--- config.mk ---
export PLATFORM = sky130hd
export DESIGN_NAME = phoneme_sample_player
export DESIGN_NICKNAME = d
export VERILOG_FILES = /design/src/rtl/phoneme_sample_player.sv
export SDC_FILE = /design/constraint.sdc
export NUM_CORES = 1
export LEC_CHECK = 0
export BUFFER_PORTS_ARGS = -buffer_cell sky130_fd_sc_hd__buf_2
export CAP_MARGIN = 20
export CORE_MARGIN = 2
export CORE_UTILIZATION = 60
export CTS_BUF_LIST = sky130_fd_sc_hd__clkbuf_4 sky130_fd_sc_hd__clkbuf_8 sky130_fd_sc_hd__clkbuf_16
export CTS_CLUSTER_SIZE = 16
export DETAILED_ROUTE_END_ITERATION = 6
export PLACE_DENSITY = 0.9
export SLEW_MARGIN = 20
export SYNTH_ARGS = -nofsm -noshare
export SYNTH_HDL_FRONTEND = slang
export SYNTH_SLANG_ARGS = --single-unit
--- constraint.sdc ---
create_clock -name clk -period 7.4 [get_ports clk]
set_input_delay 0.37 -clock clk [delete_from_list [all_inputs] [get_ports clk]]
set_output_delay 0.37 -clock clk [all_outputs]
set_load 0.02 [all_outputs]
--- src/rtl/phoneme_sample_player.sv ---
`default_nettype none
// ============================================================================
//  Module   : phoneme_sample_player
//  Purpose  : Plays one phoneme on request from the phoneme sequencer. A
//             rising edge on phoneme_valid starts playback. The block reads
//             the phoneme's start and end word addresses from a table in
//             flash. It then streams the packed 8-bit samples, four per
//             32-bit word, one sample per sample_tick. When playback ends it
//             pulses phoneme_done.
//  Ports    : clk, reset_n               - clock, async active-low reset
//             phoneme_id, phoneme_valid  - request from the sequencer
//             sample_tick                - audio-rate enable
//             mem_addr, mem_read,
//             mem_waitrequest,
//             mem_readdata,
//             mem_readdatavalid          - flash read port (pipelined)
//             audio_out, audio_valid     - sample output and update strobe
//             busy, phoneme_done, bad_id - status back to the sequencer
//  Revision : 1.0 - initial release
// ============================================================================
module phoneme_sample_player #(
    parameter int ADDR_W       = 23,
    parameter int TABLE_BASE   = 0,
    parameter int NUM_PHONEMES = 64
) (
    input  logic              clk,
    input  logic              reset_n,
    input  logic [7:0]        phoneme_id,
    input  logic              phoneme_valid,
    input  logic              sample_tick,
    output logic [ADDR_W-1:0] mem_addr,
    output logic              mem_read,
    input  logic              mem_waitrequest,
    input  logic [31:0]       mem_readdata,
    input  logic              mem_readdatavalid,
    output logic [7:0]        audio_out,
    output logic              audio_valid,
    output logic              busy,
    output logic              phoneme_done,
    output logic              bad_id
);

    localparam logic [ADDR_W-1:0] c_table_base = ADDR_W'(TABLE_BASE);
    localparam logic [ADDR_W-1:0] c_addr_one   = ADDR_W'(1);
    localparam logic [31:0]       c_num_ids    = 32'(NUM_PHONEMES);

    typedef enum logic [3:0] {
        S_IDLE       = 4'd0,
        S_RD_START   = 4'd1,
        S_WAIT_START = 4'd2,
        S_RD_END     = 4'd3,
        S_WAIT_END   = 4'd4,
        S_CHECK      = 4'd5,
        S_RD_DATA    = 4'd6,
        S_WAIT_DATA  = 4'd7,
        S_PLAY       = 4'd8,
        S_DONE       = 4'd9
    } state_t;

    state_t            r_state;
    logic              r_valid_q;   // previous phoneme_valid, for edge detection
    logic [ADDR_W-1:0] r_start;
    logic [ADDR_W-1:0] r_end;
    logic [ADDR_W-1:0] r_cur;       // word currently held in r_word
    logic [31:0]       r_word;
    logic [1:0]        r_byte;      // next byte lane of r_word to emit

    logic              w_req_edge;
    logic              w_id_ok;
    logic [ADDR_W-1:0] w_entry_addr;
    logic [7:0]        w_byte;

    assign w_req_edge   = phoneme_valid & ~r_valid_q;
    assign w_id_ok      = ({24'd0, phoneme_id} < c_num_ids);
    // Each table entry is two words: start address, then inclusive end address.
    assign w_entry_addr = c_table_base + ADDR_W'({phoneme_id, 1'b0});
    assign w_byte       = r_word[{r_byte, 3'b000} +: 8];

    always_ff @(posedge clk or negedge reset_n) begin
        if (!reset_n) begin
            r_state      <= S_IDLE;
            r_valid_q    <= 1'b0;
            r_start      <= '0;
            r_end        <= '0;
            r_cur        <= '0;
            r_word       <= '0;
            r_byte       <= 2'd0;
            mem_addr     <= '0;
            mem_read     <= 1'b0;
            audio_out    <= 8'd0;
            audio_valid  <= 1'b0;
            busy         <= 1'b0;
            phoneme_done <= 1'b0;
            bad_id       <= 1'b0;
        end else begin
            // The edge detector always tracks the input, so edges that occur
            // while busy are consumed here and never replayed later.
            r_valid_q    <= phoneme_valid;
            audio_valid  <= 1'b0;
            phoneme_done <= 1'b0;

            case (r_state)
                S_IDLE: begin
                    if (w_req_edge) begin
                        if (w_id_ok) begin
                            bad_id   <= 1'b0;
                            busy     <= 1'b1;
                            mem_addr <= w_entry_addr;
                            mem_read <= 1'b1;
                            r_state  <= S_RD_START;
                        end else begin
                            // A rejected id finishes at once without touching flash.
                            bad_id       <= 1'b1;
                            phoneme_done <= 1'b1;
                        end
                    end
                end

                S_RD_START: begin
                    if (!mem_waitrequest) begin
                        mem_read <= 1'b0;
                        r_state  <= S_WAIT_START;
                    end
                end

                S_WAIT_START: begin
                    if (mem_readdatavalid) begin
                        r_start  <= mem_readdata[ADDR_W-1:0];
                        mem_addr <= mem_addr + c_addr_one;
                        mem_read <= 1'b1;
                        r_state  <= S_RD_END;
                    end
                end

                S_RD_END: begin
                    if (!mem_waitrequest) begin
                        mem_read <= 1'b0;
                        r_state  <= S_WAIT_END;
                    end
                end

                S_WAIT_END: begin
                    if (mem_readdatavalid) begin
                        r_end   <= mem_readdata[ADDR_W-1:0];
                        r_state <= S_CHECK;
                    end
                end

                S_CHECK: begin
                    if (r_end < r_start) begin
                        // An empty range plays nothing.
                        busy         <= 1'b0;
                        phoneme_done <= 1'b1;
                        r_state      <= S_DONE;
                    end else begin
                        r_cur    <= r_start;
                        mem_addr <= r_start;
                        mem_read <= 1'b1;
                        r_state  <= S_RD_DATA;
                    end
                end

                S_RD_DATA: begin
                    if (!mem_waitrequest) begin
                        mem_read <= 1'b0;
                        r_state  <= S_WAIT_DATA;
                    end
                end

                S_WAIT_DATA: begin
                    if (mem_readdatavalid) begin
                        r_word  <= mem_readdata;
                        r_byte  <= 2'd0;
                        r_state <= S_PLAY;
                    end
                end

                S_PLAY: begin
                    if (sample_tick) begin
                        audio_out   <= w_byte;
                        audio_valid <= 1'b1;
                        r_byte      <= r_byte + 2'd1;
                        if (r_byte == 2'd3) begin
                            // Compare before incrementing, so an end address
                            // of all-ones stops instead of wrapping to zero.
                            if (r_cur == r_end) begin
                                busy         <= 1'b0;
                                phoneme_done <= 1'b1;
                                r_state      <= S_DONE;
                            end else begin
                                r_cur    <= r_cur + c_addr_one;
                                mem_addr <= r_cur + c_addr_one;
                                mem_read <= 1'b1;
                                r_state  <= S_RD_DATA;
                            end
                        end
                    end
                end

                S_DONE: begin
                    r_state <= S_IDLE;
                end

                default: begin
                    r_state <= S_IDLE;
                end
            endcase
        end
    end

endmodule
`default_nettype wire

==> results_dict.tcl <==
set metrics [dict create \
    run_status "finished, final reports clean" \
    grt_pass1_wl_um 34800 \
    crit_family "compound AO/OA/AOI/OAI gates" \
    syn_inst 814 \
    synthToLayoutAreaGrowth_pct 12.5 \
    crit_buf_inv 1 \
    whs_path_depth 1 \
    slew_violations 0 \
    cts_tree "yes" \
    core_area_um2 13300 \
    die_h_um 122 \
    worst_r2r_path_depth 8 \
    synthArstFlopShare 1.00 \
    design_area_um2 9330 \
    drive_above_1_share 0.266 \
    final.setup_skew_ns 0.0103 \
    synth_area_leader_cell "dfrtp_1" \
    grtUsageMet3 0.0721 \
    dp_hpwl_um 14900 \
    mostFrequentLayoutCell "dfrtp_1" \
    antenna_found_initial 0 \
    critPathKind "reg2reg" \
    crit_path_cell_trace "inv_1 > ha_1 > nand2_1 > o21ai_0 > a221oi_1 > o211ai_1 > o211ai_4 > mux2_2" \
    final_cell_mix "144 x dfrtp_1, 88 x mux2_2, 80 x buf_2" \
    clock_sink_count 144 \
    grt_setup_unrepaired "no" \
    critical_path_arrival_ns 3.46 \
    grt_pass1_vias 6566 \
    antenna-diode-count 0 \
    synth_cell_types 65 \
    place_ws_ns 4.30 \
    nFillCells 952 \
    h-tree-depth 4 \
    gr-usage-met1 0.430 \
    maxSlewHeadroom 0.302 \
    portBuffers 81 \
    pin_count 82 \
    worstPathRequired_ns 7.72 \
    synth_area_leaders "dfrtp_1 43%, mux2_2 12%, o21ai_0 3.9%, ha_1 3.8%, xnor2_1 2.7%" \
    finalWirelength_um 21500 \
    layout_setup_ws_ns 4.25 \
    grt-busiest-layer "met2" \
    grt_max_degree 77 \
    endpoint_kind "flop" \
    setup_viol 0 \
    whs_ns 0.0691 \
    crit_path_max_fanout 45 \
    drc 0 \
    initial_core_util 0.621 \
    grt_use_total 0.307 \
    grtUsageMet2 0.461 \
    die_area_um2 14800 \
    leakage_nw 4.19 \
    period_needed_ns 3.15 \
    syn-num-nets 885 \
    ir_drop_v 0.000267 \
    cts_made_buffers 17 \
    r2r_slack_ns 4.25 \
    cts_buffer_depth 2 \
    fin_setup_tns_ns 0 \
    viasPerCell 6.46 \
    slowest_delay_ns 0.93 \
    grt.overflow.total 0 \
    placed_area_um2 8700 \
    dr.pass1.iters 5 \
    power.density_nw_per_um2 455 \
    synth_seq_cells 144 \
    synth_top_area_frac 0.435 \
    ys_warn_count 0 \
    crit_slowest_cell "o211ai_4" \
    clkLatencyLatePin_ns 0.43 \
    die_w_um 122 \
    hold_viol 0 \
    tightest_slew_ns 1.04 \
    wl_per_cell_um 20.3 \
    root_buffer "clkbuf_16" \
    ys_seq_area_frac 0.435 \
    syn-cell-area_um2 8290 \
    hp-class "in2reg" \
    vias 6839 \
    clk_pin_slew_ns 0.06 \
    antenna_left 0 \
    drtIter0Drc 748 \
    cp.depth 8 \
    rows 42 \
    finalNetCount 940 \
    synth_edf_count 0 \
    syn_avg_cell_area_um2 10.2 \
    maxCapViolations 0 \
    clock.fmax_mhz 318 \
    ys.flop_type "dfrtp_1" \
    place.gp.congestion 0.906 \
    start_kind "flop" \
    cts_resized 0 \
    fin_crit_sh 0.425 \
]
[stage by stage]
step,std cells,utilization,total power [mW]
2_1_floorplan,814,-,2.90
3_3_place_gp,1024,0.651,3.18
3_5_place_dp,1025,0.652,3.30
4_1_cts,1058,0.699,4.22
5_1_grt,1058,0.699,4.50
6_report,1058,0.699,4.25
[timing repair]
action	4_1_cts	5_1_grt
hold buffers	1	0
setup buffers	0	0
hold endpoints to repair	8	0
[final cells by class]
| class | count | area, um2 | area share |
|---|---|---|---|
| Multi-Input combinational cell | 586 | 4300 | 0.461 |
| Tap cell | 176 | 220 | 0.0236 |
| Timing Repair Buffer | 88 | 474 | 0.0508 |
| Sequential cell | 144 | 3600 | 0.386 |
| Clock inverter | 14 | 179 | 0.0192 |
| Clock buffer | 18 | 433 | 0.0464 |
| Inverter | 32 | 120 | 0.0129 |
[path summary, 6_finish.rpt]
path / from / to
worst max register to register: r_start[13] / mem_addr[6]
worst min register to register: bad_id / bad_id
min in group asynchronous: reset_n / mem_addr[17]
worst min-delay path: phoneme_valid / r_valid_q
worst max-delay path: r_start[13] / mem_addr[6]
max in group asynchronous: reset_n / mem_addr[8]
[cell families (layout without fill, tap and decap cells)]
group / count (synthesis) / after routing / synth area share
buffers and inverters: 84 / 152 / 0.0471
AO/OA/AOI/OAI: 211 / 211 / 0.157
flip-flops: 144 / 144 / 0.435
multiplexers: 97 / 97 / 0.142
XOR/XNOR: 51 / 51 / 0.0539
AND/OR/NAND/NOR: 202 / 202 / 0.127
adder cells (fa/ha/maj): 25 / 25 / 0.0377
[flip-flops by register name (all words and copies together), names as in the netlist]
signal        flops
phoneme_done      1
mem_addr         23
r_state           4
mem_read          1
busy              1
r_cur            23
r_byte            2
r_end            23
r_start          23
bad_id            1
audio_out         8
r_valid_q         1
r_word           32
audio_valid       1
[layer usage]
metal | wire length, um | vias up | part of all wire
li1 | - | 3066 | -
met1 | 8930 | 3313 | 0.41
met2 | 9780 | 395 | 0.45
met3 | 2070 | 65 | 0.096
met4 | 750 | 0 | 0.035
met5 | 0 | - | 0
[cell usage after synthesis (3+ instances only)]
cell,instances
a21o_1,3
a21oi_1,43
a221o_1,3
a221oi_1,8
a22oi_1,8
a31oi_1,10
and2_1,5
and3_1,15
and4_1,7
buf_2,20
buf_4,3
buf_6,5
clkbuf_1,21
dfrtp_1,144
ha_1,25
inv_1,31
mux2_2,88
mux4_2,8
nand2_1,60
nand3_1,20
nand3b_1,3
nand4_1,9
nor2_1,40
nor2b_1,4
nor3_1,15
nor3b_1,3
nor4_1,6
o211ai_1,3
o21ai_0,65
o21ai_1,36
o22a_1,5
o31ai_1,7
xnor2_1,26
xor2_1,25
[report_power, final]
| part | total [mW] | switching [mW] | internal [mW] |
|---|---|---|---|
| Clock | 0.891 | 0.352 | 0.539 |
| Combinational | 1.76 | 0.949 | 0.808 |
| Sequential | 1.60 | 0.462 | 1.14 |
| Total | 4.25 | 1.76 | 2.49 |
No activity file was read; power rests on OpenSTA's default activity.
